## src/rtl/celdas_pkg.sv

```systemverilog
// celdas_pkg: shared FSM state type and default sizing for the serializer cells
package celdas_pkg;
  typedef enum logic {IDLE, SHIFT} state_t;
  localparam int WIDTH_DEF = 8;
  localparam int CNT_W_DEF = 16;
  function automatic int idx_w(input int w);
    return (w > 1) ? $clog2(w) : 1;
  endfunction
endpackage

```

## src/rtl/contador_bits.sv

```systemverilog
// contador_bits: loadable down-counter with zero flag (bit index of the serializer)
module contador_bits #(
  parameter int W = 3
) (
  input  logic         clk,
  input  logic         rst,
  input  logic         load,
  input  logic [W-1:0] load_val,
  input  logic         dec,
  output logic [W-1:0] cnt,
  output logic         zero
);
  always_ff @(posedge clk)
    if (rst) cnt <= '0;
    else if (load) cnt <= load_val;
    else if (dec) cnt <= cnt - 1'b1;
  assign zero = (cnt == '0);
endmodule

```

## src/rtl/serializador_l.sv

```systemverilog
// serializador_l: parallel-to-serial converter, MSB first, with first/last bit flags
module serializador_l
  import celdas_pkg::*;
#(
  parameter int WIDTH = WIDTH_DEF,
  parameter int CNT_W = CNT_W_DEF
) (
  input  logic             clk,
  input  logic             rst,
  input  logic [WIDTH-1:0] din,
  input  logic             din_valid,
  output logic             din_ready,
  output logic             l_out,
  output logic             l_valid,
  output logic             l_first,
  output logic             l_last,
  input  logic             l_ready,
  output logic             busy,
  output logic [CNT_W-1:0] words_done
);
  localparam int IW = idx_w(WIDTH);
  state_t state, state_nx;
  logic [WIDTH-1:0] sr;
  logic [IW-1:0] idx;
  logic idx_zero, fire, take;
  assign fire = (state == IDLE) && din_valid;
  assign take = (state == SHIFT) && l_ready;
  always_comb begin
    state_nx = state;
    state_nx = (state == IDLE) ? (din_valid ? SHIFT : IDLE) : ((l_ready && idx_zero) ? IDLE : SHIFT);
  end
  always_ff @(posedge clk)
    if (rst) begin
      state <= IDLE;
      sr <= '0;
      words_done <= '0;
    end else begin
      state <= state_nx;
      if (fire) sr <= din;
      else if (take && !idx_zero) sr <= sr << 1;
      if (take && idx_zero) words_done <= words_done + 1'b1;
    end
  contador_bits #(.W(IW)) u_idx (
    .clk(clk),
    .rst(rst),
    .load(fire),
    .load_val(IW'(WIDTH - 1)),
    .dec(take && !idx_zero),
    .cnt(idx),
    .zero(idx_zero)
  );
  // l_out is masked outside SHIFT so leftover shift bits never leak onto the chain
  assign busy = (state == SHIFT);
  assign din_ready = (state == IDLE);
  assign l_valid = busy;
  assign l_out = busy & sr[WIDTH-1];
  assign l_first = busy && (idx == IW'(WIDTH - 1));
  assign l_last = busy && idx_zero;
endmodule

```

## config.mk

```make
export PLATFORM = sky130hd
export DESIGN_NAME = serializador_l
export DESIGN_NICKNAME = d
export VERILOG_FILES = /design/src/rtl/celdas_pkg.sv /design/src/rtl/contador_bits.sv /design/src/rtl/serializador_l.sv
export SDC_FILE = /design/constraint.sdc
export NUM_CORES = 1
export LEC_CHECK = 0
export CAP_MARGIN = 20
export CORE_UTILIZATION = 40
export CTS_CLUSTER_SIZE = 10
export DETAILED_ROUTE_END_ITERATION = 16
export MAX_ROUTING_LAYER = met4
export PLACE_DENSITY_LB_ADDON = 0.25
export SLEW_MARGIN = 20
export SYNTH_ARGS = -nofsm -noshare
export SYNTH_HDL_FRONTEND = slang
export SYNTH_HIERARCHICAL = 1
export SYNTH_SLANG_ARGS = --single-unit
```

## constraint.sdc

```tcl
create_clock -name clk -period 4.9 [get_ports clk]
set_input_delay 1.47 -clock clk [delete_from_list [all_inputs] [get_ports clk]]
set_output_delay 1.47 -clock clk [all_outputs]
set_load 0.01 [all_outputs]
```

==> reports/metrics.csv, run 1 <==
stage,metric,value,unit
sta,count of final hold-check violations,0,
critical_path,startpoint types,flip-flop,
placed_design,placed insts,232,
floorplan,std cell rows,20,
cts,clk slew on worst S/H paths,140,ps
sta,Final Skew,2.357,ps
sta,max frequency,302.7,MHz
finish,nets@finish,208,
cts,CTS Buffer Depth,2,
critical_path,Crit Path Max Fanout,4,
outcome,outcome,"finished, final reports clean",
logic_synthesis,"count leader, synth",dfxtp_1,
logic_synthesis,Yosys top cell area share,0.4137,
logic_synthesis,synth unique cells,41,
critical_path,crit end category,output pin,
cts,CTS buffer count,3,
placed_design,PortBufs,33,
logic_synthesis,Post-synth EDFFs,0,
cts,TritonCTS clock tree,yes,
grt,global-route wire length before repair,4.250,mm
floorplan,Core Footprint,3128,um^2
cts,setup repair bufs after CTS,0,
cts,post-cts gate resize count,0,
finish,number of fill cells,308,
logic_synthesis,Synth Cell Area,1355,um^2
logic_synthesis,warnings from Yosys,6,
sta,final setup vio count,0,
floorplan,die area,3625,um^2
sta,WHS,465.1,ps
grt,vias in the first global route,1014,
sta,setup TNS,0,ps
power,Final Power,0.4150,mW
power,Lkg Pwr,0.6685,nW
sta,crit path time final,3304,ps
logic_synthesis,Gate Count Post-Synth,158,
grt,GRT Util Overall,0.1607,
cts,hold_buf cts,0,
logic_synthesis,"Async S/R FF share, synth",0,
sta,Pins Over Slew Limit,0,
critical_path,critical path class,reg2out,
finish,fin cells,236,
cts,CTS Sinks,28,
logic_synthesis,Synth Area per Inst,8.576,um^2
grt,GR Overflow Total,0,
floorplan,Die H,60.21,um
hold_path,worst hold path class,reg2reg,
run,max cap viols,0,
power,Max VDD drop,0.0002070,V
floorplan,Die X,60.21,um
power,PwrDens,235.7,nW/um^2
drt,Total Wirelength,2.631,mm
finish,Area growth syn-to-layout,29.92,%
logic_synthesis,cell taking the most area after synthesis,dfxtp_1,
floorplan,Initial Util,0.4332,
cts,"Clk Latency, worst-skew pair",320,ps
drt,1st-iter DRT viols,66,
finish,n_diodes,0,
cts,Root Buffer,clkbuf_4,
drt,vias post-DR,1180,
sta,final cycle utilization of the critical path,0.6742,
drt,DRC,0,
finish,Finished Core Util,0.5628,
drt,DRT Pass-1 Iters,4,
critical_path,Worst Path Required,3430,ps
grt,initial antenna violation count,0,
logic_synthesis,Post-synth top cells,"dfxtp_1 (28), nor2_1 (27), nand2_1 (12)",
finish,share of layout cells above drive strength 1,0.07292,
logic_synthesis,"Seq/Total Area, Yosys",0.4137,
placed_design,RePlAce Congestion,0.7839,
drt,routed len/inst,11.15,um
sta,unrepaired setup endpoints after global routing,false,
drt,"antenna viol nets, final",0,
floorplan,IO Pins,34,
placed_design,post-detail-place hpwl,1.959,mm
logic_synthesis,"Top FF cell, synth",dfxtp_1,
grt,largest net degree at the start of global routing,34,
logic_synthesis,largest cells by area after synthesis,"dfxtp_1 (41%), nor2_1 (7.5%), nand2_1 (3.3%), a21oi_1 (3.0%), ha_1 (2.8%)",
cts,H-tree lvl count,1,
logic_synthesis,#FFs+latches synth,28,
drt,number of vias per cell,5.000,
critical_path,WP data arrival,1830,ps
## final cells by class
type                       count  area [um^2]  area share
timing repair buffer          34        337.8      0.1919
sequential                    28        560.5      0.3184
clock buffer                   4        36.28     0.02061
tap                           44        55.05     0.03127
inverter                       9        33.78     0.01919
multi-input combinational    117        737.0      0.4186
## flip-flops by register name, indices dropped and copies added (netlist names)
signal,flops
sr,8
busy,1
words_done,16
u_idx/cnt,3
## where the power goes
group          internal (mW)  leakage [nW]  switching, mW
sequential             0.237         0.228        0.00733
clock                 0.0454        0.0210         0.0645
combinational         0.0304         0.419         0.0301
total                  0.313         0.669          0.102
## kinds of logic after synthesis
logic type	after synthesis	synth area share
buffers and inverters	15	0.04801
other	1	0.002767
AOI/OAI and AO/OA	21	0.1025
muxes	4	0.03232
adders and majority gates	3	0.02770
xor gates and xnor gates	8	0.05170
and+or+nand+nor	78	0.3213
DFF	28	0.4137
## routing by layer
| layer | track usage | vias to the layer above | share of wire |
|---|---|---|---|
| met5 | - | - | 0 |
| met4 | 0.04319 | 0 | 0.0057 |
| met3 | 0.03896 | 2 | 0.035 |
| met2 | 0.2779 | 19 | 0.50 |
| met1 | 0.1830 | 550 | 0.46 |
| li1 | - | 609 | - |
## critical path: stages, from the launching register on
cell and delay, ps:
dfxtp_1 390, inv_1 50, ha_1 190, ha_1 240, and2_1 170, clkdlybuf4s50_1 480
## final timing paths
path / startpoint / end / slack (ps) / cells past startpoint
max: u_idx/cnt[0] / l_last / 1600 / 5
min reg2reg: sr[7] / sr[7] / 470 / 2
max reg2reg: u_idx/cnt[0] / sr[6] / 2910 / 7
min: sr[7] / sr[7] / 470 / 2
## cells in the final DEF (no fill, tap or decap), types with 5 or more instances in the layout
cell type	instances
inv_1	8
clkdlybuf4s50_1	33
dfxtp_1	28
o21ai_0	5
nand3_1	6
nand2_1	12
a21oi_1	8
nor2_1	27
## stage by stage
stage                     area [um^2]  setup WS, ps
final                            1760          1596
after global routing             1760          1501
after CTS                        1760          1568
after detailed placement         1724          1650
after global placement           1724          1670
after floorplan                  1363          2350
(Power assumes the default switching activity.)
==> run 2: changes to the inputs <==
- clock period: 4.9 -> 3.1 ns (I/O delays scaled with it)
==> reports/metrics.csv, run 2 (synthesis results as in run 1) <==
stage,metric,value,unit,change
outcome,outcome,"finished, final reports clean",,unchanged
finish,fin cells,236,,unchanged
sta,crit path time final,2789,ps,
drt,1st-iter DRT viols,49,,was 66
finish,share of layout cells above drive strength 1,0.07292,,unchanged
drt,number of vias per cell,5.114,,was 5.000
floorplan,die area,3625,um^2,unchanged
critical_path,crit end category,output pin,,unchanged
finish,"leading cell types in the layout, fill and taps excluded","clkdlybuf4s50_1 (33), dfxtp_1 (28), nor2_1 (27)",,unchanged
finish,"most common cell after layout, fill and taps aside",clkdlybuf4s50_1,,unchanged
cts,clk slew on worst S/H paths,150,ps,was 140 ps
sta,Pins Over Slew Limit,0,,unchanged
floorplan,Die X,60.21,um,unchanged
drt,DRC,0,,unchanged
grt,global-route wire length before repair,4.464,mm,was 4.250 mm
finish,n_diodes,0,,unchanged
grt,GRT Util Overall,0.1675,,was 0.1607
critical_path,Reg2Reg Setup Slack,1090,ps,was 2910 ps
cts,hold_buf cts,0,,unchanged
power,combinational share of power,0.145,,was 0.146
drt,DR top layer,met4,,unchanged
power,Pint,0.4956,mW,was 0.3132 mW
floorplan,Initial Util,0.4332,,unchanged
floorplan,Die H,60.21,um,unchanged
placed_design,post-detail-place hpwl,2.086,mm,was 1.959 mm
cts,setup repair bufs after CTS,0,,unchanged
cts,Root Buffer,clkbuf_4,,unchanged
power,PwrDens,376.6,nW/um^2,was 235.7 nW/um^2
power,Flop pwr share,0.585,,was 0.590
hold_path,worst hold path class,reg2reg,,unchanged
placed_design,placed insts,232,,unchanged
sta,max frequency,358.5,MHz,
critical_path,CP dominant cell by count,ha_1,,unchanged
grt,largest net degree at the start of global routing,24,,was 34
drt,DRT Pass-1 Iters,5,,was 4
critical_path,Critical Path Source,u_idx/cnt[0],,unchanged
drt,routed len/inst,11.73,um,was 11.15 um
power,Sw Share,0.2524,,was 0.2454
cts,post-cts gate resize count,0,,unchanged
drt,vias post-DR,1207,,"was 1,180"
sta,unrepaired setup endpoints after global routing,false,,unchanged
power,Max VDD drop,0.0003805,V,was 0.0002070 V
critical_path,WP data arrival,1860,ps,was 1830 ps
critical_path,CP Cell Sequence,inv_1 > ha_1 > ha_1 > and2_1 > clkdlybuf4s50_1,,unchanged
critical_path,startpoint types,flip-flop,,unchanged
drt,Total Wirelength,2.769,mm,was 2.631 mm
drt,DR WL met2,1.373,mm,was 1.321 mm
placed_design,RePlAce Congestion,0.7932,,was 0.7839
sta,final cycle utilization of the critical path,0.8997,,
grt,GR Overflow Total,0,,unchanged
critical_path,critical path class,reg2out,,unchanged
grt,initial antenna violation count,0,,unchanged
critical_path,RR Endpoint,words_done[15],,was sr[6]
finish,Reg with most FFs,words_done,,unchanged
power,Psw,0.1673,mW,was 0.1019 mW
finish,nets@finish,208,,unchanged
sta,count of final hold-check violations,0,,unchanged
power,Lkg Pwr,0.6685,nW,unchanged
power,Clk pwr share,0.270,,was 0.265
cts,CTS Sinks,28,,unchanged
drt,met3 routed WL,111,um,was 92 um
critical_path,launching point of the worst reg2reg path,u_idx/cnt[0],,unchanged
floorplan,Core Footprint,3128,um^2,unchanged
cts,H-tree lvl count,1,,unchanged
finish,biggest regs,"words_done x16, sr x8, u_idx/cnt x3",,unchanged
critical_path,Critical Path End,l_last,,unchanged
finish,number of fill cells,300,,was 308
finish,Area growth syn-to-layout,29.92,%,unchanged
grt,vias in the first global route,1033,,"was 1,014"
sta,Final Skew,2.705,ps,was 2.357 ps
placed_design,PortBufs,33,,unchanged
run,max cap viols,0,,unchanged
cts,"Clk Latency, worst-skew pair",330,ps,was 320 ps
cts,CTS buffer count,3,,unchanged
critical_path,Crit path largest cell delay,470,ps,was 480 ps
sta,final setup vio count,0,,unchanged
critical_path,Worst Path Required,2170,ps,was 3430 ps
sta,setup TNS,0,ps,unchanged
sta,Worst Tran Pin Value,745.2,ps,
critical_path,worst reg-to-reg path cell count,7,,unchanged
floorplan,std cell rows,20,,unchanged
drt,met1 WL,1.263,mm,was 1.202 mm
cts,TritonCTS clock tree,yes,,unchanged
drt,"antenna viol nets, final",0,,unchanged
critical_path,Crit-path slowest cell,clkdlybuf4s50_1,,unchanged
sta,Slew headroom,0.5016,,
floorplan,IO Pins,34,,unchanged
critical_path,Crit Path Max Fanout,4,,unchanged
finish,max reg flops,16,,unchanged
cts,CTS Buffer Depth,2,,unchanged
-- run 2: cell counts in the layout (fill, tap and decap cells not counted) --
No cell type changed its count.
-- run 2: worst min-delay path by stage --
stage	start	to	cells past startpoint	slack (ps)
final	sr[7]	sr[7]	2	470
after global routing	sr[7]	sr[7]	2	490
after CTS	sr[7]	sr[7]	2	470
after detailed placement	sr[7]	sr[7]	2	450
after global placement	sr[7]	sr[7]	2	440
after floorplan	sr[7]	sr[7]	2	430
-- run 2: cell type report --
type | count | area [um^2] | share of cell area
multi-input combinational | 117 | 737.0 | 0.4186
sequential | 28 | 560.5 | 0.3184
timing repair buffer | 34 | 337.8 | 0.1919
tap | 44 | 55.05 | 0.03127
clock buffer | 4 | 36.28 | 0.02061
inverter | 9 | 33.78 | 0.01919
-- run 2: worst max-delay path: cells and delay by family, from the launching register on --
family                   cells  cell delay, ps
adder cells (fa/ha/maj)      2             430
buffers and inverters        2             530
flip-flops                   1             390
AND/OR/NAND/NOR              1             180
-- run 2: power by group through the flow --
stage	registers (mW)	logic (mW)	clock network (mW)
3_5_place_dp	0.395	0.0968	0
6_report	0.388	0.0964	0.179
4_1_cts	0.388	0.0970	0.187
3_3_place_gp	0.395	0.0942	0
2_1_floorplan	0.392	0.0622	0
5_1_grt	0.390	0.105	0.202
-- run 2: per-stage QoR --
step                        util  hold WS [ps]  setup WS (ps)  instance area, um^2  total power [mW]
after floorplan                -         431.7           1090                 1363            0.4537
after global placement    0.5512         442.0          409.6                 1724            0.4888
after detailed placement  0.5512         451.4          353.0                 1724            0.4923
after CTS                 0.5628         470.8          286.5                 1760            0.6714
after global routing      0.5628         490.3          217.7                 1760            0.6982
final                     0.5628         470.3          310.9                 1760            0.6629
-- run 2: per-layer routing --
metal | track usage | vias to the layer above
met4 | 0.02990 | 0
met3 | 0.04545 | 2
li1 | - | 607
met1 | 0.1919 | 574
met2 | 0.2920 | 24
met5 | - | -
==> run 3: changes to the inputs <==
--- a/config.mk
+++ b/config.mk
@@ -7,4 +7,5 @@
 export LEC_CHECK = 0
 export CAP_MARGIN = 20
+export CORE_ASPECT_RATIO = 0.8
 export CORE_UTILIZATION = 40
 export CTS_CLUSTER_SIZE = 10
==> constraint.sdc (replaced) <==
create_clock -name clk -period 3.1 [get_ports clk]
set_input_delay 0.93 -clock clk [delete_from_list [all_inputs] [get_ports clk]]
set_output_delay 0.93 -clock clk [all_outputs]
set_load 0.1 [all_outputs]
==> reports/metrics.csv, run 3 (synthesis results as in run 1) <==
stage,metric,value,unit,change
outcome,outcome,"finished, final reports clean",,unchanged
placed_design,pre-CTS setup slack,357.1,ps,was 353.0 ps
floorplan,Die X,67.08,um,was 60.21 um
hold_path,hold path start,sr[7],,unchanged
finish,max reg flops,16,,unchanged
floorplan,Die H,54.06,um,was 60.21 um
power,Pint,0.5078,mW,was 0.4956 mW
drt,DRT Pass-1 Iters,4,,was 5
sta,Pins Over Slew Limit,0,,unchanged
sta,final setup vio count,0,,unchanged
floorplan,std cell rows,18,,was 20
power,combinational share of power,0.196,,was 0.145
finish,area of the multi-input gates,737.0,um^2,unchanged
finish,n_diodes,0,,unchanged
sta,unrepaired setup endpoints after global routing,false,,unchanged
cts,Root Buffer,clkbuf_8,,was clkbuf_4
cts,hold_buf cts,0,,unchanged
finish,number of fill cells,302,,was 300
critical_path,Crit Path Max Fanout,4,,unchanged
critical_path,Worst Path Required,2170,ps,about the same
cts,TritonCTS clock tree,yes,,unchanged
critical_path,crit end category,output pin,,unchanged
finish,Reg with most FFs,words_done,,unchanged
power,PwrDens,421.3,nW/um^2,was 376.6 nW/um^2
grt,vias in the first global route,1177,,"was 1,033"
sta,final cycle utilization of the critical path,0.8088,,was 0.8997
power,Lkg Pwr,0.7109,nW,was 0.6685 nW
sta,max frequency,398.8,MHz,was 358.5 MHz
cts,H-tree lvl count,1,,unchanged
finish,"most common cell after layout, fill and taps aside",dfxtp_1,,was clkdlybuf4s50_1
power,Clk pwr share,0.265,,was 0.270
sta,Slew headroom,0.4837,,was 0.5016
grt,GR Overflow Total,0,,unchanged
cts,post-cts gate resize count,0,,unchanged
power,Flop pwr share,0.540,,was 0.585
drt,vias post-DR,1218,,"was 1,207"
drt,routed len/inst,13.08,um,was 11.73 um
drt,"antenna viol nets, final",0,,unchanged
critical_path,critical path class,reg2out,,unchanged
power,Sw Share,0.2933,,was 0.2524
drt,Total Wirelength,3.022,mm,was 2.769 mm
cts,CTS buffer count,3,,unchanged
run,max cap viols,0,,unchanged
hold_path,worst hold path class,reg2reg,,unchanged
power,Psw,0.2107,mW,was 0.1673 mW
critical_path,Critical Path Source,u_idx/cnt[0],,unchanged
grt,initial antenna violation count,0,,unchanged
sta,final setup margin,592.8,ps,was 310.9 ps
sta,crit path time final,2507,ps,was 2789 ps
critical_path,WP data arrival,1580,ps,was 1860 ps
critical_path,launching point of the worst reg2reg path,u_idx/cnt[0],,unchanged
drt,number of vias per cell,5.273,,was 5.114
cts,CTS Buffer Depth,2,,unchanged
placed_design,PortBufs,33,,unchanged
grt,global-route wire length before repair,4.974,mm,was 4.464 mm
floorplan,IO Pins,34,,unchanged
sta,count of final hold-check violations,0,,unchanged
grt,largest net degree at the start of global routing,23,,was 24
placed_design,RePlAce Congestion,0.7887,,was 0.7932
grt,GRT Util Overall,0.1874,,was 0.1675
placed_design,post-detail-place hpwl,2.198,mm,was 2.086 mm
cts,setup repair bufs after CTS,0,,unchanged
critical_path,startpoint types,flip-flop,,unchanged
cts,clk slew on worst S/H paths,90,ps,was 150 ps
finish,nets@finish,208,,unchanged
drt,1st-iter DRT viols,70,,was 49
floorplan,Core Footprint,3153,um^2,was 3128 um^2
drt,DRC,0,,unchanged
sta,setup TNS,0,ps,unchanged
sta,Final Skew,6.676,ps,was 2.705 ps
finish,Area growth syn-to-layout,25.85,%,was 29.92%
floorplan,Initial Util,0.4298,,was 0.4332
power,Max VDD drop,0.0002229,V,was 0.0003805 V
sta,Worst Tran Pin Value,772.0,ps,was 745.2 ps
finish,biggest regs,"words_done x16, sr x8, u_idx/cnt x3",,unchanged
floorplan,die area,3626,um^2,was 3625 um^2
cts,CTS Sinks,28,,unchanged
finish,"leading cell types in the layout, fill and taps excluded","dfxtp_1 (28), nor2_1 (27), buf_4 (23)",,"was clkdlybuf4s50_1 (33), dfxtp_1 (28), nor2_1 (27)"
cts,"Clk Latency, worst-skew pair",270,ps,was 330 ps
finish,share of layout cells above drive strength 1,0.1832,,was 0.07292
finish,register area,560.5,um^2,unchanged
-- run 3: changes by cell type in the layout (fill, tap and decap cells not counted), sizes merged --
cell and delta:
buf +22, clkbuf -1, clkdlybuf4s50 -22
-- run 3: cell type report --
cell class | instances | area share
Timing Repair Buffer | 34 | 0.1658
Tap cell | 40 | 0.02935
Clock buffer | 3 | 0.02421
Multi-Input combinational cell | 117 | 0.4321
Inverter | 9 | 0.01981
Sequential cell | 28 | 0.3287
-- run 3: worst max-delay path, cell delays in order (launching register included) --
cell and delay (ps):
dfxtp_1 400, inv_1 60, ha_1 190, ha_1 250, and2_1 180, buf_4 220
-- run 3: final timing paths --
path,endpoint,slack (ps),cells past startpoint
setup / recovery,l_last,590,5
hold / removal,sr[7],470,2
setup reg to reg,sr[5],1010,7
hold reg to reg,sr[7],470,2
-- run 3: power groups by stage --
stage | combinational, mW | clock (mW) | sequential, mW
after global routing | 0.153 | 0.213 | 0.390
after global placement | 0.136 | 0 | 0.394
after CTS | 0.141 | 0.196 | 0.388
after detailed placement | 0.140 | 0 | 0.396
final | 0.141 | 0.190 | 0.388
after floorplan | 0.0906 | 0 | 0.407
-- run 3: per-layer routing --
| metal | wire length (um) | GRT usage | part of all wire |
|---|---|---|---|
| met2 | 1483 | 0.3400 | 0.49 |
| met4 | 25 | 0.03191 | 0.0083 |
| met1 | 1389 | 0.2099 | 0.46 |
| met3 | 123 | 0.04873 | 0.041 |
| met5 | 0 | - | 0 |
-- run 3: through the flow --
step | instance area (um^2) | cells | power [mW] | util | hold WS (ps)
floorplan | 1363 | 160 | 0.4981 | - | 431.7
global placement | 1664 | 228 | 0.5307 | 0.5278 | 446.3
detailed placement | 1664 | 228 | 0.5363 | 0.5278 | 456.0
CTS | 1705 | 231 | 0.7246 | 0.5409 | 472.5
global route | 1705 | 231 | 0.7553 | 0.5409 | 496.3
finish | 1705 | 231 | 0.7185 | 0.5409 | 471.7
